## config.mk

```make
export PLATFORM = sky130hd
export DESIGN_NAME = vga_term_ctrl
export DESIGN_NICKNAME = d
export VERILOG_FILES = /design/src/rtl/vga_term_pkg.sv /design/src/rtl/vga_term_cursor.sv /design/src/rtl/vga_term_ctrl.sv
export SDC_FILE = /design/constraint.sdc
export NUM_CORES = 1
export LEC_CHECK = 0
export BUFFER_PORTS_ARGS = -buffer_cell sky130_fd_sc_hd__buf_2
export CAP_MARGIN = 15
export CELL_PAD_IN_SITES_DETAIL_PLACEMENT = 1
export CELL_PAD_IN_SITES_GLOBAL_PLACEMENT = 1
export CORE_MARGIN = 2
export CORE_UTILIZATION = 35
export CTS_CLUSTER_SIZE = 24
export DETAILED_ROUTE_END_ITERATION = 6
export GPL_TIMING_DRIVEN = 1
export PLACE_DENSITY_LB_ADDON = 0.3
export SETUP_SLACK_MARGIN = 0.1
export SLEW_MARGIN = 20
export SYNTH_ARGS = -nofsm -noshare
export SYNTH_HDL_FRONTEND = slang
export SYNTH_SLANG_ARGS = --single-unit
```

## constraint.sdc

```tcl
create_clock -name clk -period 3.2 [get_ports clk]
set_input_delay 0.32 -clock clk [delete_from_list [all_inputs] [get_ports clk]]
set_output_delay 0.32 -clock clk [all_outputs]
set_load 0.02 [all_outputs]
```

## src/rtl/vga_term_pkg.sv

```systemverilog
// Shared types and constants for the debug text terminal write controller.
package vga_term_pkg;

  typedef enum logic [1:0] {
    CLR_ALL  = 2'd0,
    IDLE     = 2'd1,
    CLR_LINE = 2'd2
  } state_e;

  localparam logic [7:0] CHR_CR    = 8'h0D;
  localparam logic [7:0] CHR_LF    = 8'h0A;
  localparam logic [7:0] CHR_BS    = 8'h08;
  localparam logic [7:0] CHR_SPACE = 8'h20;

  localparam int unsigned DEF_COLS = 80;
  localparam int unsigned DEF_ROWS = 35;

endpackage

```

## src/rtl/vga_term_cursor.sv

```systemverilog
// Cursor position tracker; row_base follows cur_y*COLS incrementally so no multiplier is needed.
module vga_term_cursor
  import vga_term_pkg::*;
#(
  parameter int unsigned COLS   = DEF_COLS,
  parameter int unsigned ROWS   = DEF_ROWS,
  parameter int unsigned ADDR_W = 12
) (
  input  logic              clk,
  input  logic              resetn,
  input  logic              home,
  input  logic              newline,
  input  logic              cr,
  input  logic              dec,
  input  logic              inc,
  output logic [6:0]        cur_x,
  output logic [5:0]        cur_y,
  output logic [ADDR_W-1:0] row_base
);

  localparam logic [5:0]        LAST_ROW = 6'(ROWS - 1);
  localparam logic [ADDR_W-1:0] ROW_STEP = ADDR_W'(COLS);

  logic [6:0]        x_q, x_d;
  logic [5:0]        y_q, y_d;
  logic [ADDR_W-1:0] rb_q, rb_d;

  always_comb begin
    x_d  = x_q;
    y_d  = y_q;
    rb_d = rb_q;
    if (home) begin
      x_d  = '0;
      y_d  = '0;
      rb_d = '0;
    end else if (newline) begin
      x_d = '0;
      if (y_q == LAST_ROW) begin
        y_d  = '0;
        rb_d = '0;
      end else begin
        y_d  = y_q + 6'd1;
        rb_d = rb_q + ROW_STEP;
      end
    end else if (cr) begin
      x_d = '0;
    end else if (dec) begin
      x_d = x_q - 7'd1;
    end else if (inc) begin
      x_d = x_q + 7'd1;
    end
  end

  always_ff @(posedge clk or negedge resetn) begin
    if (!resetn) begin
      x_q  <= '0;
      y_q  <= '0;
      rb_q <= '0;
    end else begin
      x_q  <= x_d;
      y_q  <= y_d;
      rb_q <= rb_d;
    end
  end

  assign cur_x    = x_q;
  assign cur_y    = y_q;
  assign row_base = rb_q;

endmodule

```

## src/rtl/vga_term_ctrl.sv

```systemverilog
// Terminal-style write controller for the text screen buffer: byte stream in, registered RAM write port out.
module vga_term_ctrl
  import vga_term_pkg::*;
#(
  parameter int unsigned COLS     = DEF_COLS,
  parameter int unsigned ROWS     = DEF_ROWS,
  parameter int unsigned ADDR_W   = 12,
  parameter logic [7:0]  CLR_CHAR = 8'h20
) (
  input  logic              clk,
  input  logic              resetn,
  input  logic              in_valid,
  input  logic [7:0]        in_data,
  output logic              in_ready,
  input  logic              clear,
  output logic              busy,
  output logic              wr_en,
  output logic [ADDR_W-1:0] wr_addr,
  output logic [7:0]        wr_data,
  output logic [6:0]        cur_x,
  output logic [5:0]        cur_y
);

  // One extra bit so the terminal count fits even when COLS*ROWS == 2**ADDR_W.
  localparam int unsigned CNT_W = ADDR_W + 1;
  localparam logic [CNT_W-1:0] TOTAL    = CNT_W'(COLS * ROWS);
  localparam logic [CNT_W-1:0] LINE     = CNT_W'(COLS);
  localparam logic [6:0]       LAST_COL = 7'(COLS - 1);

  state_e            state_q, state_d;
  logic [CNT_W-1:0]  cnt_q, cnt_d;
  logic              wr_en_q, wr_en_d;
  logic [ADDR_W-1:0] wr_addr_q, wr_addr_d;
  logic [7:0]        wr_data_q, wr_data_d;

  logic              home, newline, cr, dec, inc;
  logic [ADDR_W-1:0] row_base;
  logic              accept;

  assign in_ready = (state_q == IDLE) && !clear;
  assign busy     = (state_q != IDLE);
  assign accept   = in_valid && in_ready;

  always_comb begin
    state_d   = state_q;
    cnt_d     = cnt_q;
    wr_en_d   = 1'b0;
    wr_addr_d = wr_addr_q;
    wr_data_d = wr_data_q;
    home      = 1'b0;
    newline   = 1'b0;
    cr        = 1'b0;
    dec       = 1'b0;
    inc       = 1'b0;

    if (clear) begin
      state_d = CLR_ALL;
      cnt_d   = '0;
      home    = 1'b1;
    end else begin
      unique case (state_q)
        CLR_ALL: begin
          if (cnt_q < TOTAL) begin
            wr_en_d   = 1'b1;
            wr_addr_d = ADDR_W'(cnt_q);
            wr_data_d = CLR_CHAR;
            cnt_d     = cnt_q + 1'b1;
          end else begin
            state_d = IDLE;
          end
        end

        // row_base already points at the new row: the cursor moved on the accepting edge.
        CLR_LINE: begin
          if (cnt_q < LINE) begin
            wr_en_d   = 1'b1;
            wr_addr_d = row_base + ADDR_W'(cnt_q);
            wr_data_d = CLR_CHAR;
            cnt_d     = cnt_q + 1'b1;
          end else begin
            state_d = IDLE;
          end
        end

        IDLE: begin
          if (accept) begin
            if (in_data == CHR_CR) begin
              cr = 1'b1;
            end else if (in_data == CHR_LF) begin
              newline = 1'b1;
              state_d = CLR_LINE;
              cnt_d   = '0;
            end else if (in_data == CHR_BS) begin
              if (cur_x != '0) begin
                dec       = 1'b1;
                wr_en_d   = 1'b1;
                wr_addr_d = row_base + ADDR_W'(cur_x - 7'd1);
                wr_data_d = CLR_CHAR;
              end
            end else begin
              wr_en_d   = 1'b1;
              wr_addr_d = row_base + ADDR_W'(cur_x);
              wr_data_d = in_data;
              if (cur_x == LAST_COL) begin
                newline = 1'b1;
                state_d = CLR_LINE;
                cnt_d   = '0;
              end else begin
                inc = 1'b1;
              end
            end
          end
        end

        default: begin
          state_d = CLR_ALL;
          cnt_d   = '0;
          home    = 1'b1;
        end
      endcase
    end
  end

  always_ff @(posedge clk or negedge resetn) begin
    if (!resetn) begin
      state_q   <= CLR_ALL;
      cnt_q     <= '0;
      wr_en_q   <= 1'b0;
      wr_addr_q <= '0;
      wr_data_q <= '0;
    end else begin
      state_q   <= state_d;
      cnt_q     <= cnt_d;
      wr_en_q   <= wr_en_d;
      wr_addr_q <= wr_addr_d;
      wr_data_q <= wr_data_d;
    end
  end

  vga_term_cursor #(
    .COLS  (COLS),
    .ROWS  (ROWS),
    .ADDR_W(ADDR_W)
  ) u_cursor (
    .clk     (clk),
    .resetn  (resetn),
    .home    (home),
    .newline (newline),
    .cr      (cr),
    .dec     (dec),
    .inc     (inc),
    .cur_x   (cur_x),
    .cur_y   (cur_y),
    .row_base(row_base)
  );

  assign wr_en   = wr_en_q;
  assign wr_addr = wr_addr_q;
  assign wr_data = wr_data_q;

endmodule

```

==> impl_metrics.toml, run 1 <==
[critical_path]
critPathBufInv = 2
start_kind = "register"
critPathKind = "reg -> reg"
max_stage_delay_ns = 0.43
cp.arrival_ns = 3.25
crit_chain = "buf_6 -> or3_4 -> nor3_4 -> nand2_1 -> xor2_1 -> a21oi_1 -> ha_1 -> a21o_1 -> a21oi_4 -> o211ai_1 -> buf_4 -> xor2_2 -> mux2i_1 -> o21ai_1"
cp_max_fo = 5
critPathSlowestCell = "dfrtp_1"
cpLargestDelayFamily = "compound AO/OA/AOI/OAI gates"
critPathCaptureType = "register"
worstPathRequired_ns = 3.42

[synthesis]
synth_largest_area_cell = "dfrtp_1"
ys_top_cells_by_area = "dfrtp_1 (35%), ha_1 (7.4%), nand2_1 (4.8%)"
yosysMostFrequentCell = "dfrtp_1"
avgSynthCellArea_um2 = 8.47
synth_seq_cells = 57
netlist_area_um2 = 4080
synth-edff-count = 0
netlist_top_cells_count = "dfrtp_1 (57), nand2_1 (52), nor2_1 (39)"
synth-async-reset-ratio_pct = 100
synth.top_cell.area_share_pct = 35.0
syn_inst = 481
ys.flop_type = "dfrtp_1"
synth_nets = 518
ys_seq_area_share_pct = 35.0
synth_warnings = 0
ys_types = 66

[sta]
tightest_slew_ns = 0.811
slew_viol_final = 0
max_freq_mhz = 331
setup_ws_ns = 0.176
rsz0062_at_grt = "yes"
final.setup_skew_ns = 0.00469
tns_ns = 0
hold_ws_ns = 0.0768
finalCritPeriodShare_pct = 94.5
min_period_ns = 3.02
setup_viol = 0
max_slew_margin_pct = 46.0
hold_viol_final = 0

[finish]
fillers = 1383
multiInputGateArea_um2 = 2510
finalNetCount = 590
drive_gt1_share_pct = 23.7
diodes = 0
syn2layout_area_growth_pct = 24.6
stdcell_area_um2 = 5080
ff_latch_area_um2 = 1430

[placement]
pre_cts_ws_ns = -0.0123
place.port_buffers = 47
gp_congestion = 0.861
dp_hpwl_um = 9320
placed_area_um2 = 4630

[power]
p_leak_nw = 2.38
totalPowerFinal_mw = 2.44
ir_drop_v = 0.000210
pwr_density_cell_nw_per_um2 = 481

[clock_tree]
insertion_delay_ns = 0.34
max-clock-path-buffers = 2
postCtsHoldBufs = 0
tritoncts = "yes"
htreeDepth = 3
cts_buffers = 9
clk_pin_slew_ns = 0.05
clock-sinks = 57
root_buffer = "clkbuf_16"

[grt]
grt_pass1_vias = 3990
grtUsageTotal_pct = 20.8
grt_start_max_net_pins = 35
grt_pass1_wl_um = 21100
grt_overflow = 0
antenna_found_initial = 0

[detailed_routing]
antenna_left = 0
via_count = 4004
route.detailed.drc = 0
avgViaCountPerCell = 5.71
drt_iter0_drc = 187
wl_per_cell_um = 18.2
totalWireLength_um = 12800
drtPass1Iterations = 4

[die]
start_util_pct = 35.8
io_pins = 48
die_area_um2 = 12500
core_um2 = 11400
dieHeight_um = 112
die_x_um = 112
row_count = 39

[min_path]
hold_path.class = "in -> async"

[run]
max_cap_viol_count = 0

[outcome]
outcome = "finished, final reports clean"
## through the flow
stage	util (%)	cells
after floorplan	-	481
after global placement	40.8	679
after detailed placement	40.8	679
after CTS	43.5	695
after global routing	44.7	701
final	44.7	701
## registers in the layout, summed over array words and instances, names as in the netlist
name	cells
wr_addr	12
u_cursor.cur_y	6
state_q	2
wr_en	1
cnt_q	13
wr_data	8
u_cursor.row_base	8
u_cursor.cur_x	7
## power by group
part | internal (mW) | switching, mW
combinational | 0.210 | 0.378
sequential | 0.776 | 0.0520
clock | 0.664 | 0.361
total | 1.65 | 0.791
## worst paths after layout
kind / cells past startpoint / slack (ns) / startpoint / end
max in group asynchronous: 2 / 2.27 / resetn / u_cursor.cur_x[3]$_DFFE_PN0P_
min in group clk: 2 / 0.22 / clear / cnt_q[0]$_DFFE_PN0P_
worst min-delay path: 1 / 0.08 / resetn / wr_addr[7]$_DFFE_PN0P_
worst min register to register: 2 / 0.47 / wr_data[1]$_DFFE_PN0P_ / wr_data[1]$_DFFE_PN0P_
worst max register to register: 14 / 0.18 / u_cursor.cur_x[0]$_DFFE_PN0P_ / wr_addr[9]$_DFFE_PN0P_
worst max-delay path: 14 / 0.18 / u_cursor.cur_x[0]$_DFFE_PN0P_ / wr_addr[9]$_DFFE_PN0P_
## metal layers
layer  vias up  wire (um)  GRT usage [%]
li1       1892          -              -
met1      2016       5870           28.4
met2        83       6130           33.4
met3        13        600           4.90
met4         0        182           5.43
met5         -          0              0
## layout make-up
type | instances | share of cell area (%)
multi-input cells | 368 | 49.5
repair buffers | 85 | 10.3
clock buffers | 12 | 5.25
well taps | 143 | 3.52
clock inverters | 4 | 0.986
flip-flops and latches | 57 | 28.1
inverters | 32 | 2.37
## what timing repair did
item | CTS | global route
pin swaps | 1 | 7
gates resized for setup | 0 | 16
setup endpoints to repair | 1 | 6
setup buffers | 0 | 6
gates cloned | 0 | 0
## layout by cell type (no fill, tap or decap), drive strengths merged, types with 6 or more instances in the layout
| cell type | netlist | final |
|---|---|---|
| buf | 12 | 85 |
| dfrtp | 57 | 57 |
| nand2 | 52 | 52 |
| nor2 | 39 | 39 |
| inv | 32 | 32 |
| o21ai | 29 | 29 |
| nand3 | 24 | 24 |
| ha | 24 | 24 |
| a21oi | 24 | 24 |
| o211ai | 15 | 15 |
| o31ai | 13 | 13 |
| xnor2 | 12 | 12 |
| clkbuf | 12 | 12 |
| mux2i | 11 | 11 |
| o22ai | 8 | 8 |
| nor3 | 8 | 8 |
| a22oi | 7 | 7 |
| nand4 | 6 | 6 |
| nor2b | 6 | 6 |
| or3 | 6 | 6 |
| nor4 | 6 | 6 |
## logic make-up after synthesis
family                     share of synthesized area, %
buffers and inverters                              5.74
other                                            0.0920
DFF                                                35.0
muxes                                              3.25
and+or+nand+nor                                    22.4
AOI/OAI and AO/OA                                  22.0
xor gates and xnor gates                           3.65
adders and majority gates                          7.86
Note: power is estimated with default switching activity, not from simulation.
==> run 2, diff against run 1 <==
- HOLD_SLACK_MARGIN: not set -> 0.15
==> run 2 against run 1 <==
  * Utilization rose by 0.088 points
  * Wire length barely moved
  * Via count rose by 0.15%
  * Highest routed layer unchanged
  * Clock skew barely moved
  * Cell count rose by 0.14%
  * Sequential cell count did not move
  * Critical path depth did not move
  * First-iteration DRC count did not move
  * Total power fell by 0.15%
  * Non-clock buffer count rose by 1
==> impl_metrics.toml, run 2 (synthesis gave the netlist of run 1 again) <==
[clock_tree]
root_buffer = "clkbuf_16"
clock-sinks = 57
clk_pin_slew_ns = 0.05
htreeDepth = 3
cts_buffers = 9
max-clock-path-buffers = 2
tritoncts = "yes"
insertion_delay_ns = 0.34

[die]
die_area_um2 = 12500
dieHeight_um = 112
io_pins = 48
start_util_pct = 35.8
row_count = 39
die_x_um = 112
core_um2 = 11400

[critical_path]
reg2reg_to = "wr_addr[9]$_DFFE_PN0P_"
start_kind = "register"
critPathCaptureType = "register"
reg2reg_slack_ns = 0.18
cp.arrival_ns = 3.24
worstPathRequired_ns = 3.42
r2r_cells = 14
critPathKind = "reg -> reg"
reg2reg_from = "u_cursor.cur_x[0]$_DFFE_PN0P_"
cp_max_fo = 5

[placement]
gp_congestion = 0.861
place.port_buffers = 47
placed_area_um2 = 4630
dp_hpwl_um = 9320

[sta]
finalCritPeriodShare_pct = 94.4
rsz0062_at_grt = "yes"
tns_ns = 0
min_period_ns = 3.02
slew_viol_final = 0
max_slew_margin_pct = 45.5
max_freq_mhz = 331
tightest_slew_ns = 0.818
setup_viol = 0
final.setup_skew_ns = 0.00512
hold_ws_ns = 0.223
hold_viol_final = 0

[finish]
syn2layout_area_growth_pct = 24.8
drive_gt1_share_pct = 23.6
layout_commonest_cell = "dfrtp_1"
diodes = 0
stdcell_area_um2 = 5090
final_cell_mix = "dfrtp_1 (57), nand2_1 (51), buf_2 (47), nor2_1 (39), buf_4 (37)"
regMostFlops = "cnt_q"
largest_register_ffs = 13
finalNetCount = 591

[grt]
grt_overflow = 0
grt_pass1_wl_um = 21100
grtUsageTotal_pct = 20.8
grt_pass1_vias = 3990
grt_start_max_net_pins = 35
antenna_found_initial = 0

[detailed_routing]
totalWireLength_um = 12800
avgViaCountPerCell = 5.71
drtPass1Iterations = 4
via_count = 4010
route.detailed.drc = 0
antenna_left = 0
drt_iter0_drc = 187
wl_per_cell_um = 18.2

[run]
max_cap_viol_count = 0

[min_path]
hold_path.class = "in -> reg"
worstHoldPathCells = 2
holdCritStartpoint = "clear"
min_to = "cnt_q[0]$_DFFE_PN0P_"

[power]
ir_drop_v = 0.000210
p_leak_nw = 2.39
pwr_density_cell_nw_per_um2 = 479

[outcome]
outcome = "finished, final reports clean"
[run 2: worst max-delay path by stage]
stage | cells after the start | to | start
2_1_floorplan | 12 | u_cursor.cur_x[6]$_DFFE_PN0P_ | u_cursor.cur_x[0]$_DFFE_PN0P_
3_3_place_gp | 12 | wr_addr[10]$_DFFE_PN0P_ | in_data[0]
3_5_place_dp | 13 | wr_addr[10]$_DFFE_PN0P_ | in_data[0]
4_1_cts | 13 | wr_addr[10]$_DFFE_PN0P_ | u_cursor.cur_x[0]$_DFFE_PN0P_
5_1_grt | 14 | wr_addr[9]$_DFFE_PN0P_ | u_cursor.cur_x[0]$_DFFE_PN0P_
6_report | 14 | wr_addr[9]$_DFFE_PN0P_ | u_cursor.cur_x[0]$_DFFE_PN0P_
[run 2: repair_timing]
item                                   in CTS  in global routing
resized for setup                           0                 16
setup endpoints to repair                   1                  6
endpoints found under the hold margin      33                  0
setup buffers                               0                  6
hold buffers                                1                  0
pin swaps                                   1                  7
[run 2: final cells by class]
cell class / count / area (um2)
Fill cell: 1384 / 6280
Multi-Input combinational cell: 368 / 2510
Sequential cell: 57 / 1430
Timing Repair Buffer: 86 / 534
Clock buffer: 12 / 267
Tap cell: 143 / 179
Inverter: 32 / 120
Clock inverter: 4 / 50.0
[run 2: worst max-delay path, cell delays in order (launching register included)]
cell,delay [ns]
dfrtp_1,0.43
buf_6,0.15
or3_4,0.38
nor3_4,0.14
nand2_1,0.09
xor2_1,0.14
a21oi_1,0.15
ha_1,0.25
a21o_1,0.22
a21oi_4,0.16
o211ai_1,0.21
buf_4,0.20
xor2_2,0.14
mux2i_1,0.18
o21ai_1,0.08
[run 2: metal layers]
layer | part of all wire (%) | track usage [%] | vias to the layer above | wire [um]
met1 | 47 | 28.5 | 2017 | 5950
met3 | 4.1 | 4.84 | 13 | 526
li1 | - | - | 1895 | -
met4 | 1.4 | 5.43 | 0 | 178
met2 | 48 | 33.4 | 85 | 6130
met5 | 0 | 0 | - | 0
[run 2: through the flow]
step	std cells	util (%)	setup slack (ns)	total power, mW
after CTS	696	43.6	0.109	2.44
after global placement	679	40.8	0.0183	1.39
after global routing	702	44.7	-0.00628	2.57
final	702	44.7	0.179	2.44
after detailed placement	679	40.8	-0.0123	1.41
after floorplan	481	-	0.115	1.20
[run 2: where the power goes]
group	switching [mW]	total, mW	internal, mW
registers	0.0514	0.827	0.776
logic	0.377	0.588	0.211
clock network	0.358	1.02	0.664
total	0.787	2.44	1.65
==> run 3, diff against run 2 <==
- PLACE_DENSITY_LB_ADDON: 0.3 -> 0.08
==> run 3 against run 2 <==
  * Worst hold slack worse by 0.084 ns
  * Clock skew is 0.0030 ns higher
  * Wire length is 0.87% higher
  * Non-clock buffer count decreased by 3
  * Via count decreased by 3.1%
  * Die area unchanged
  * Clock power increased by 6%
  * First-iteration DRC count is 2.7% lower
  * Sequential share of layout area is 0.11 points higher
  * Cell count is 0.43% lower
  * Count of clock-buffer cells in the layout shrank 1
  * Critical path depth down 1
  * Largest power group unchanged
==> impl_metrics.toml, run 3 (synthesis gave the netlist of run 1 again) <==
[critical_path]
critPathCaptureType = "register"
cpLargestDelayFamily = "compound AO/OA/AOI/OAI gates"
reg2reg_slack_ns = 0.18
reg2reg_to = "wr_addr[10]$_DFFE_PN0P_"
worstPathRequired_ns = 3.42
crit_chain = "buf_4 -> or3_4 -> nor3_4 -> nand2_1 -> xor2_1 -> a21oi_1 -> ha_1 -> a21o_1 -> a21oi_4 -> o211ai_1 -> a21o_1 -> a221oi_1 -> a21oi_1"
r2r_cells = 13
cp_max_fo = 4
critPathBufInv = 1
critPathKind = "reg -> reg"
max_stage_delay_ns = 0.41
reg2reg_from = "u_cursor.cur_x[0]$_DFFE_PN0P_"
critPathSlowestCell = "dfrtp_1"
start_kind = "register"
cp.arrival_ns = 3.25

[power]
power_switching_uw = 794
pwr-share-clk_pct = 43.0
p_int_mw = 1.71
p_sw_share_pct = 31.7
seqPwrFrac_pct = 33.0
ir_drop_v = 0.000236
pwr_density_cell_nw_per_um2 = 495
p_leak_nw = 2.38
combinationalPowerShare_pct = 24.0

[run]
max_cap_viol_count = 0

[detailed_routing]
drt_iter0_drc = 182
wl_per_cell_um = 18.4
via_count = 3885
totalWireLength_um = 12900
route.detailed.drc = 0
antenna_left = 0
avgViaCountPerCell = 5.56
drtPass1Iterations = 4

[finish]
final_cell_mix = "dfrtp_1 (57), nand2_1 (52), buf_2 (47), nor2_1 (39), buf_4 (35)"
syn2layout_area_growth_pct = 24.3
fin_util_pct = 44.6
finalNetCount = 588
final_cells = 699
largest_register_ffs = 13
ff_latch_area_um2 = 1430
multiInputGateArea_um2 = 2500
diodes = 0
layout_commonest_cell = "dfrtp_1"
regMostFlops = "cnt_q"
drive_gt1_share_pct = 22.8
fillers = 1373

[sta]
final.setup_skew_ns = 0.00809
setup_viol = 0
tns_ns = 0
tightest_slew_ns = 0.981
min_period_ns = 3.02
hold_viol_final = 0
max_freq_mhz = 331
rsz0062_at_grt = "yes"
max_slew_margin_pct = 34.6
finalCritPeriodShare_pct = 94.5
hold_ws_ns = 0.139
slew_viol_final = 0

[die]
io_pins = 48
start_util_pct = 35.8
die_area_um2 = 12500
dieHeight_um = 112
die_x_um = 112
core_um2 = 11400
row_count = 39

[grt]
grt_pass1_vias = 3965
grt_start_max_net_pins = 42
antenna_found_initial = 0
grtUsageTotal_pct = 21.1
grt_pass1_wl_um = 21000
grt_overflow = 0

[clock_tree]
tritoncts = "yes"
clock-sinks = 57
root_buffer = "clkbuf_16"
htreeDepth = 3
clk_pin_slew_ns = 0.06
max-clock-path-buffers = 2
insertion_delay_ns = 0.35
cts_buffers = 9

[outcome]
outcome = "finished, final reports clean"

[placement]
gp_congestion = 0.818
dpl.cell_count = 682
dp_hpwl_um = 9550
place.port_buffers = 47

[min_path]
hold_path.class = "in -> async"
## run 3: stage by stage
stage / setup WS [ns] / power [mW] / area (um2)
after global placement: 0.0345 / 1.40 / 4660
after CTS: 0.0953 / 2.51 / 5000
after floorplan: 0.115 / 1.20 / 4090
after global routing: 0.0405 / 2.62 / 5070
final: 0.177 / 2.51 / 5070
after detailed placement: -0.00834 / 1.42 / 4660
## run 3: worst max-delay path by stage
stage                     slack, ns                     startpoint  depth (start not counted)                       endpoint
after floorplan                0.12  u_cursor.cur_x[0]$_DFFE_PN0P_                         12  u_cursor.cur_x[6]$_DFFE_PN0P_
final                          0.18  u_cursor.cur_x[0]$_DFFE_PN0P_                         13        wr_addr[10]$_DFFE_PN0P_
after detailed placement     -0.008                     in_data[0]                         13        wr_addr[11]$_DFFE_PN0P_
after CTS                       0.1  u_cursor.cur_x[0]$_DFFE_PN0P_                         12  u_cursor.cur_x[6]$_DFFE_PN0P_
after global routing           0.04  u_cursor.cur_x[0]$_DFFE_PN0P_                         12  u_cursor.cur_x[6]$_DFFE_PN0P_
after global placement         0.03                     in_data[0]                         13        wr_addr[10]$_DFFE_PN0P_
## run 3: per-layer routing
| layer | track usage, % | share of wire, % | wire length (um) | vias to the layer above |
|---|---|---|---|---|
| met2 | 33.8 | 47 | 6100 | 60 |
| met5 | 0 | 0 | 0 | - |
| met4 | 6.17 | 1.0 | 133 | 0 |
| li1 | - | - | - | 1885 |
| met1 | 29.0 | 48 | 6240 | 1928 |
| met3 | 4.35 | 3.3 | 421 | 12 |
## run 3: what timing repair did
action | 4_1_cts | 5_1_grt
hold endpoints to repair | 0 | 0
setup endpoints to repair | 5 | 6
pin swaps | 1 | 5
hold buffers | 0 | 0
setup buffers | 0 | 1
gates resized for setup | 3 | 12
## run 3: area by class of cell
cell class | instances | area share (%)
clock buffer | 11 | 4.99
timing repair buffer | 83 | 10.0
clock inverter | 5 | 1.53
inverter | 32 | 2.37
multi-input combinational | 368 | 49.4
sequential | 57 | 28.1
tap | 143 | 3.53
## run 3: power by group through the flow
| stage | registers, mW | logic [mW] | clock network (mW) |
|---|---|---|---|
| after floorplan | 0.875 | 0.325 | 0 |
| after global placement | 0.833 | 0.567 | 0 |
| after detailed placement | 0.838 | 0.579 | 0 |
| after CTS | 0.826 | 0.586 | 1.10 |
| after global routing | 0.835 | 0.658 | 1.13 |
| final | 0.827 | 0.602 | 1.08 |
